==> config.mk <==
export PLATFORM = sky130hd
export DESIGN_NAME = morse_decoder_flat
export DESIGN_NICKNAME = d
export VERILOG_FILES = /design/src/rtl/morse_decoder_if.sv /design/src/rtl/morse_decoder.sv /design/src/flat_wrapper.sv
export SDC_FILE = /design/constraint.sdc
export NUM_CORES = 1
export LEC_CHECK = 0
export BUFFER_PORTS_ARGS = -buffer_cell sky130_fd_sc_hd__buf_4
export CAP_MARGIN = 15
export CORE_ASPECT_RATIO = 1.2
export CORE_MARGIN = 2
export CORE_UTILIZATION = 50
export CTS_CLUSTER_SIZE = 30
export DETAILED_ROUTE_END_ITERATION = 7
export PLACE_DENSITY_LB_ADDON = 0.15
export SYNTH_ARGS = -nofsm -noshare
export SYNTH_HDL_FRONTEND = slang
export SYNTH_SLANG_ARGS = --single-unit
==> constraint.sdc <==
create_clock -name CLOCK_50 -period 2.47 [get_ports CLOCK_50]
set_clock_uncertainty 0.2 [all_clocks]
set_input_delay 0.494 -clock CLOCK_50 [delete_from_list [all_inputs] [get_ports CLOCK_50]]
set_output_delay 0.494 -clock CLOCK_50 [all_outputs]
set_load 0.05 [all_outputs]
==> src/rtl/morse_decoder_if.sv <==
// morse_decoder_if: serial Morse line in, decoded letter code/pulses out.
// HEX0 exists only when MORSE_DECODER_HEX_EN is defined.
interface morse_decoder_if;
  logic       morse_in;
  logic [2:0] letter_code;
  logic       letter_valid;
  logic       letter_err;
  logic       busy;
`ifdef MORSE_DECODER_HEX_EN
  logic [6:0] HEX0;
`endif
  modport slave (
    input  morse_in,
    output letter_code, letter_valid, letter_err, busy
`ifdef MORSE_DECODER_HEX_EN
    , output HEX0
`endif
  );
  modport master (
    output morse_in,
    input  letter_code, letter_valid, letter_err, busy
`ifdef MORSE_DECODER_HEX_EN
    , input HEX0
`endif
  );
endinterface

==> src/rtl/morse_decoder.sv <==
// morse_decoder: mid-unit sampling Morse receiver for letters I-P.
// Optional MORSE_DECODER_HEX_EN adds an active-low seven-segment HEX0 display.
module morse_decoder #(
  parameter int UNIT_CYCLES = 25000000,
  parameter int CNT_W       = 25
) (
  input  logic CLOCK_50,
  input  logic KEY,
  morse_decoder_if.slave m
);
  typedef enum logic [1:0] {IDLE, MARK, SPACE, DRAIN} state_t;
  state_t state;
  logic s1, line, line_d;
  logic [CNT_W-1:0] cnt;
  logic [2:0] run, ecount, code, hit_code;
  logic [3:0] pattern;
  logic valid, err, busy, hit, flip, tick, elem_ok;
  assign flip    = line ^ line_d;
  assign tick    = !flip && cnt == CNT_W'(UNIT_CYCLES/2 - 1);
  assign elem_ok = run == 3'd1 || run == 3'd3;
  // Pattern holds elements shifted in from the LSB, upper bits stay zero.
  always_comb begin
    hit = 1'b1;
    hit_code = '0;
    case ({ecount, pattern})
      7'h20: hit_code = 3'd0;
      7'h47: hit_code = 3'd1;
      7'h35: hit_code = 3'd2;
      7'h44: hit_code = 3'd3;
      7'h23: hit_code = 3'd4;
      7'h22: hit_code = 3'd5;
      7'h37: hit_code = 3'd6;
      7'h46: hit_code = 3'd7;
      default: hit = 1'b0;
    endcase
  end
  always_ff @(posedge CLOCK_50 or negedge KEY) begin
    if (!KEY) begin
      s1 <= 1'b0;
      line <= 1'b0;
      line_d <= 1'b0;
      cnt <= '0;
      run <= '0;
      ecount <= '0;
      pattern <= '0;
      code <= '0;
      valid <= 1'b0;
      err <= 1'b0;
      busy <= 1'b0;
      state <= IDLE;
    end else begin
      s1 <= m.morse_in;
      line <= s1;
      line_d <= line;
      cnt <= (flip || cnt == CNT_W'(UNIT_CYCLES - 1)) ? '0 : cnt + 1'b1;
      run <= flip ? 3'd0 : (tick && run != 3'd7) ? run + 3'd1 : run;
      valid <= 1'b0;
      err <= 1'b0;
      case (state)
        IDLE: if (flip && line) begin
          state <= MARK;
          pattern <= '0;
          ecount <= '0;
          busy <= 1'b1;
        end
        MARK: if (flip) begin
          if (elem_ok && ecount < 3'd4) begin
            pattern <= {pattern[2:0], run == 3'd3};
            ecount <= ecount + 3'd1;
            state <= SPACE;
          end else begin
            err <= 1'b1;
            state <= DRAIN;
          end
        end
        SPACE: if (flip) begin
          state <= run == 3'd1 ? MARK : DRAIN;
          err <= run != 3'd1;
        end else if (tick && run == 3'd2) begin
          code <= hit ? hit_code : code;
          valid <= hit;
          err <= !hit;
          state <= IDLE;
          busy <= 1'b0;
        end
        DRAIN: if (tick && !line && run == 3'd2) begin
          state <= IDLE;
          busy <= 1'b0;
        end
        default: state <= IDLE;
      endcase
    end
  end
  assign m.letter_code  = code;
  assign m.letter_valid = valid;
  assign m.letter_err   = err;
  assign m.busy         = busy;
`ifdef MORSE_DECODER_HEX_EN
  logic [6:0] hex, seg;
  always_comb begin
    seg = 7'h7F;
    case (code)
      3'd0: seg = 7'h40;
      3'd1: seg = 7'h79;
      3'd2: seg = 7'h24;
      3'd3: seg = 7'h30;
      3'd4: seg = 7'h19;
      3'd5: seg = 7'h12;
      3'd6: seg = 7'h02;
      3'd7: seg = 7'h78;
      default: seg = 7'h7F;
    endcase
  end
  always_ff @(posedge CLOCK_50 or negedge KEY) begin
    if (!KEY) hex <= 7'h7F;
    else hex <= valid ? seg : err ? 7'h7F : hex;
  end
  assign m.HEX0 = hex;
`endif
endmodule

==> src/flat_wrapper.sv <==
// flat-port wrapper written by rule: the top's interface ports become plain ports
module morse_decoder_flat 
#(
  parameter int UNIT_CYCLES = 25000000,
  parameter int CNT_W       = 25
)
  (CLOCK_50, KEY, m_morse_in, m_letter_code, m_letter_valid, m_letter_err, m_busy);
  morse_decoder_if m_i ();
  input  logic CLOCK_50;
  input  logic KEY;
  input wire logic [$bits(m_i.morse_in)-1:0] m_morse_in;
  output wire logic [$bits(m_i.letter_code)-1:0] m_letter_code;
  output wire logic [$bits(m_i.letter_valid)-1:0] m_letter_valid;
  output wire logic [$bits(m_i.letter_err)-1:0] m_letter_err;
  output wire logic [$bits(m_i.busy)-1:0] m_busy;
  assign m_i.morse_in = m_morse_in;
  assign m_letter_code = m_i.letter_code;
  assign m_letter_valid = m_i.letter_valid;
  assign m_letter_err = m_i.letter_err;
  assign m_busy = m_i.busy;
  morse_decoder #(.UNIT_CYCLES(UNIT_CYCLES), .CNT_W(CNT_W)) u_core (.CLOCK_50(CLOCK_50), .KEY(KEY), .m(m_i));
endmodule
==> flow_metrics.env <==
export IMPL_nets=285
export IMPL_hold_class="in -> async"
export IMPL_setup_ws_ns=-0.0453
export IMPL_power_w=0.00196
export IMPL_grt_use_total_pct=20.1
export IMPL_cts_sinks=46
export IMPL_clk_pin_slew_ns=0.09
export IMPL_crit_family="simple AND/OR/NAND/NOR gates"
export IMPL_p_sw_w=0.000619
export IMPL_grt_pass1_wl_um=8180
export IMPL_ys_types=45
export IMPL_avgSynthCellArea_um2=10.3
export IMPL_vias_per_cell=5.49
export IMPL_rsz0062_at_grt="true"
export IMPL_setup_viol=2
export IMPL_synth_edff_count=0
export IMPL_timing_rr_start="u_core.cnt[1]"
export IMPL_die_h_um=80.6
export IMPL_r2r_slack_ns=-0.05
export IMPL_grt_use_met1_pct=23.5
export IMPL_holdWs_ns=-0.0222
export IMPL_ant_nets=0
export IMPL_cp_slowest_cell="or4_4"
export IMPL_core_um2=4660
export IMPL_drtPass1Iterations=5
export IMPL_busiest_layer="met2"
export IMPL_synth_nets=256
export IMPL_status="complete, but fails checks"
export IMPL_cp_slowest_stage_delay_ns=0.48
export IMPL_grt_pass1_vias=1797
export IMPL_worstPathBufferInverterCount=0
export IMPL_crit_path_start="u_core.cnt[1]"
export IMPL_intPower_w=0.00134
export IMPL_path_cells="ha_4 > or4b_4 > or4_4 > or4_4 > mux2i_1 > and2_1"
export IMPL_yosysSeqAreaShare_pct=47.0
export IMPL_syn_instance_count=238
export IMPL_gp_congestion=0.808
export IMPL_ys_seq_elements=46
export IMPL_netlist_area_leader_share_pct=47.0
export IMPL_grt_use_met2_pct=35.1
export IMPL_cp_required_ns=2.46
export IMPL_rr_endpoint="u_core.run[1]"
export IMPL_post_cts_setup_buffer_count=0
export IMPL_grt_ovfl_total=0
export IMPL_violations="negative hold slack, negative setup slack"
export IMPL_pin_count=9
export IMPL_post_route_min_period_ns=2.52
export IMPL_syn_cell_area_um2=2450
export IMPL_ir_worst_vdd_mv=0.413
export IMPL_wire_per_inst_um=14.9
export IMPL_end_kind="register"
export IMPL_slew_headroom_pct=61.1
export IMPL_power_frac_clock_pct=27.0
export IMPL_row_count=27
export IMPL_worstSetupPathType="reg -> reg"
export IMPL_synth_most_common_cell="dfrtp_1"
export IMPL_path_max_fanout=5
export IMPL_vias=1789
export IMPL_wl_um=4850
export IMPL_maxCapViolCount=0
export IMPL_startpoint_type="register"
export IMPL_synthTopCellsByCount="dfrtp_1, nor2_1, inv_1"
export IMPL_drcViolationCount=0
export IMPL_ys_warn_count=0
export IMPL_fmax_mhz=398
export IMPL_antenna_found_initial=0
export IMPL_start_util_pct=52.5
export IMPL_yosysTopAreaCell="dfrtp_1"
export IMPL_drt_iter0_markers=109
export IMPL_drv_slew=0
export IMPL_cp_common_cell="or4_4"
export IMPL_io_buffers=8
export IMPL_cts_made_buffers=5
export IMPL_die_w_um=67.9
export IMPL_reg2reg_depth=6
export IMPL_die_area_um2=5470
export IMPL_hold_violations=16
export IMPL_cp_arrival_ns=2.51
export IMPL_dp_hpwl_um=3390
export IMPL_drive_above_1_share_pct=19.8
export IMPL_fin_crit_sh_pct=102
export IMPL_syn_to_final_growth_pct=16.7
export IMPL_pwr_share_seq_pct=43.8
export IMPL_switching_share_pct=31.5
export IMPL_p_per_area_nw_per_um2=687
export IMPL_htree_levels=2
export IMPL_synth_async_reset_ratio_pct=100
export IMPL_p_leak_nw=1.30
export IMPL_p_comb_share_pct=29.2
export IMPL_met3_usage_pct=3.78
export IMPL_synthFlopType="dfrtp_1"
export IMPL_cts_root_buf="clkbuf_8"
export IMPL_synthTopCellsByArea="dfrtp_1, ha_1, xor2_1"
export IMPL_cts_tree="yes"
export IMPL_clk_latency_ns=0.30
export IMPL_cts_hold_buf=0
export IMPL_timing_setup_tns_ns=-0.0579
export IMPL_diodes=0
export IMPL_tightest_slew_ns=0.582
export IMPL_clock_path_buffers=2
export IMPL_grt_max_degree=47
logic make-up (layout without fill, tap and decap cells):
group           count (synthesis)  after routing  share of synthesized area (%)
compound gates                 31             31                           8.38
xor+xnor                       23             23                           8.23
fa+ha+maj                      15             15                           7.67
buf+inv                        20             50                           3.43
flops                          46             46                           47.0
mux                             6              6                           2.66
simple gates                   97             97                           22.6
state kept, by name (all words and copies together), names as in the netlist:
register and flops:
u_core.cnt 25, u_core.pattern 4, u_core.ecount 3, u_core.m.letter_code 3, u_core.run 3, u_core.state 2, u_core.line 1, u_core.line_d 1
u_core.m.busy 1, u_core.m.letter_err 1, u_core.m.letter_valid 1, u_core.s1 1
per-layer routing:
metal	routed length [µm]	up-vias
met5	0	-
met4	59	0
met3	111	6
met2	2510	23
met1	2180	868
li1	-	892
worst register-to-register path, stage by stage (launching register included):
cell	delay, ns
dfrtp_1	0.40
ha_4	0.15
or4b_4	0.43
or4_4	0.48
or4_4	0.47
mux2i_1	0.13
and2_1	0.15
layout make-up:
class / instances / area (µm²)
clock buffer: 8 / 110
timing repair buffer: 26 / 195
tap: 58 / 72.6
fill: 403 / 1810
sequential: 46 / 1150
inverter: 16 / 60.1
multi-input combinational: 172 / 1270
what timing repair did:
action,4_1_cts,5_1_grt
setup endpoints to repair,7,10
pin swaps,1,2
gates resized for setup,6,2
worst max-delay path by stage:
stage	slack (ns)	end	cells past startpoint
after floorplan	-0.08	u_core.run[1]	7
after global placement	-0.08	u_core.m.letter_code[1]	6
after detailed placement	-0.12	u_core.m.letter_code[1]	6
after CTS	-0.03	u_core.run[1]	6
after global routing	-0.11	u_core.run[1]	6
final	-0.05	u_core.run[1]	6
power by group through the flow:
stage | clock, W | combinational [W] | sequential [W]
4_1_cts | 0.000554 | 0.000561 | 0.000859
3_3_place_gp | 0 | 0.000540 | 0.000872
3_5_place_dp | 0 | 0.000543 | 0.000874
5_1_grt | 0.000582 | 0.000643 | 0.000868
6_report | 0.000530 | 0.000573 | 0.000859
2_1_floorplan | 0 | 0.000345 | 0.000899
cell usage in the layout (no fill, tap or decap), types with 3 or more instances in the layout:
cell type  synthesis  layout
a21oi_1            5       5
and3_1             4       4
ha_1              15      14
o21ai_0            9       9
buf_4              0      26
nor2_1            30      30
a31oi_1            3       3
inv_1             16      16
nand2_1           11      11
clkbuf_8           0       8
nor4_1             4       3
mux2_2             4       4
xor2_1            14      14
nand4_1            7       7
nand3_1           14      13
xnor2_1            9       9
nor3_1             3       3
dfrtp_1           46      46
a22o_1             8       8
through the flow:
step | util [%] | setup slack (ns) | std cells | area, µm²
floorplan | - | -0.0761 | 238 | 2460
global placement | 58.1 | -0.0798 | 318 | 2710
detailed placement | 58.1 | -0.115 | 318 | 2710
CTS | 61.1 | -0.0302 | 326 | 2850
global route | 61.3 | -0.107 | 326 | 2860
finish | 61.3 | -0.0453 | 326 | 2860
No activity file was read; power rests on OpenSTA's default activity.
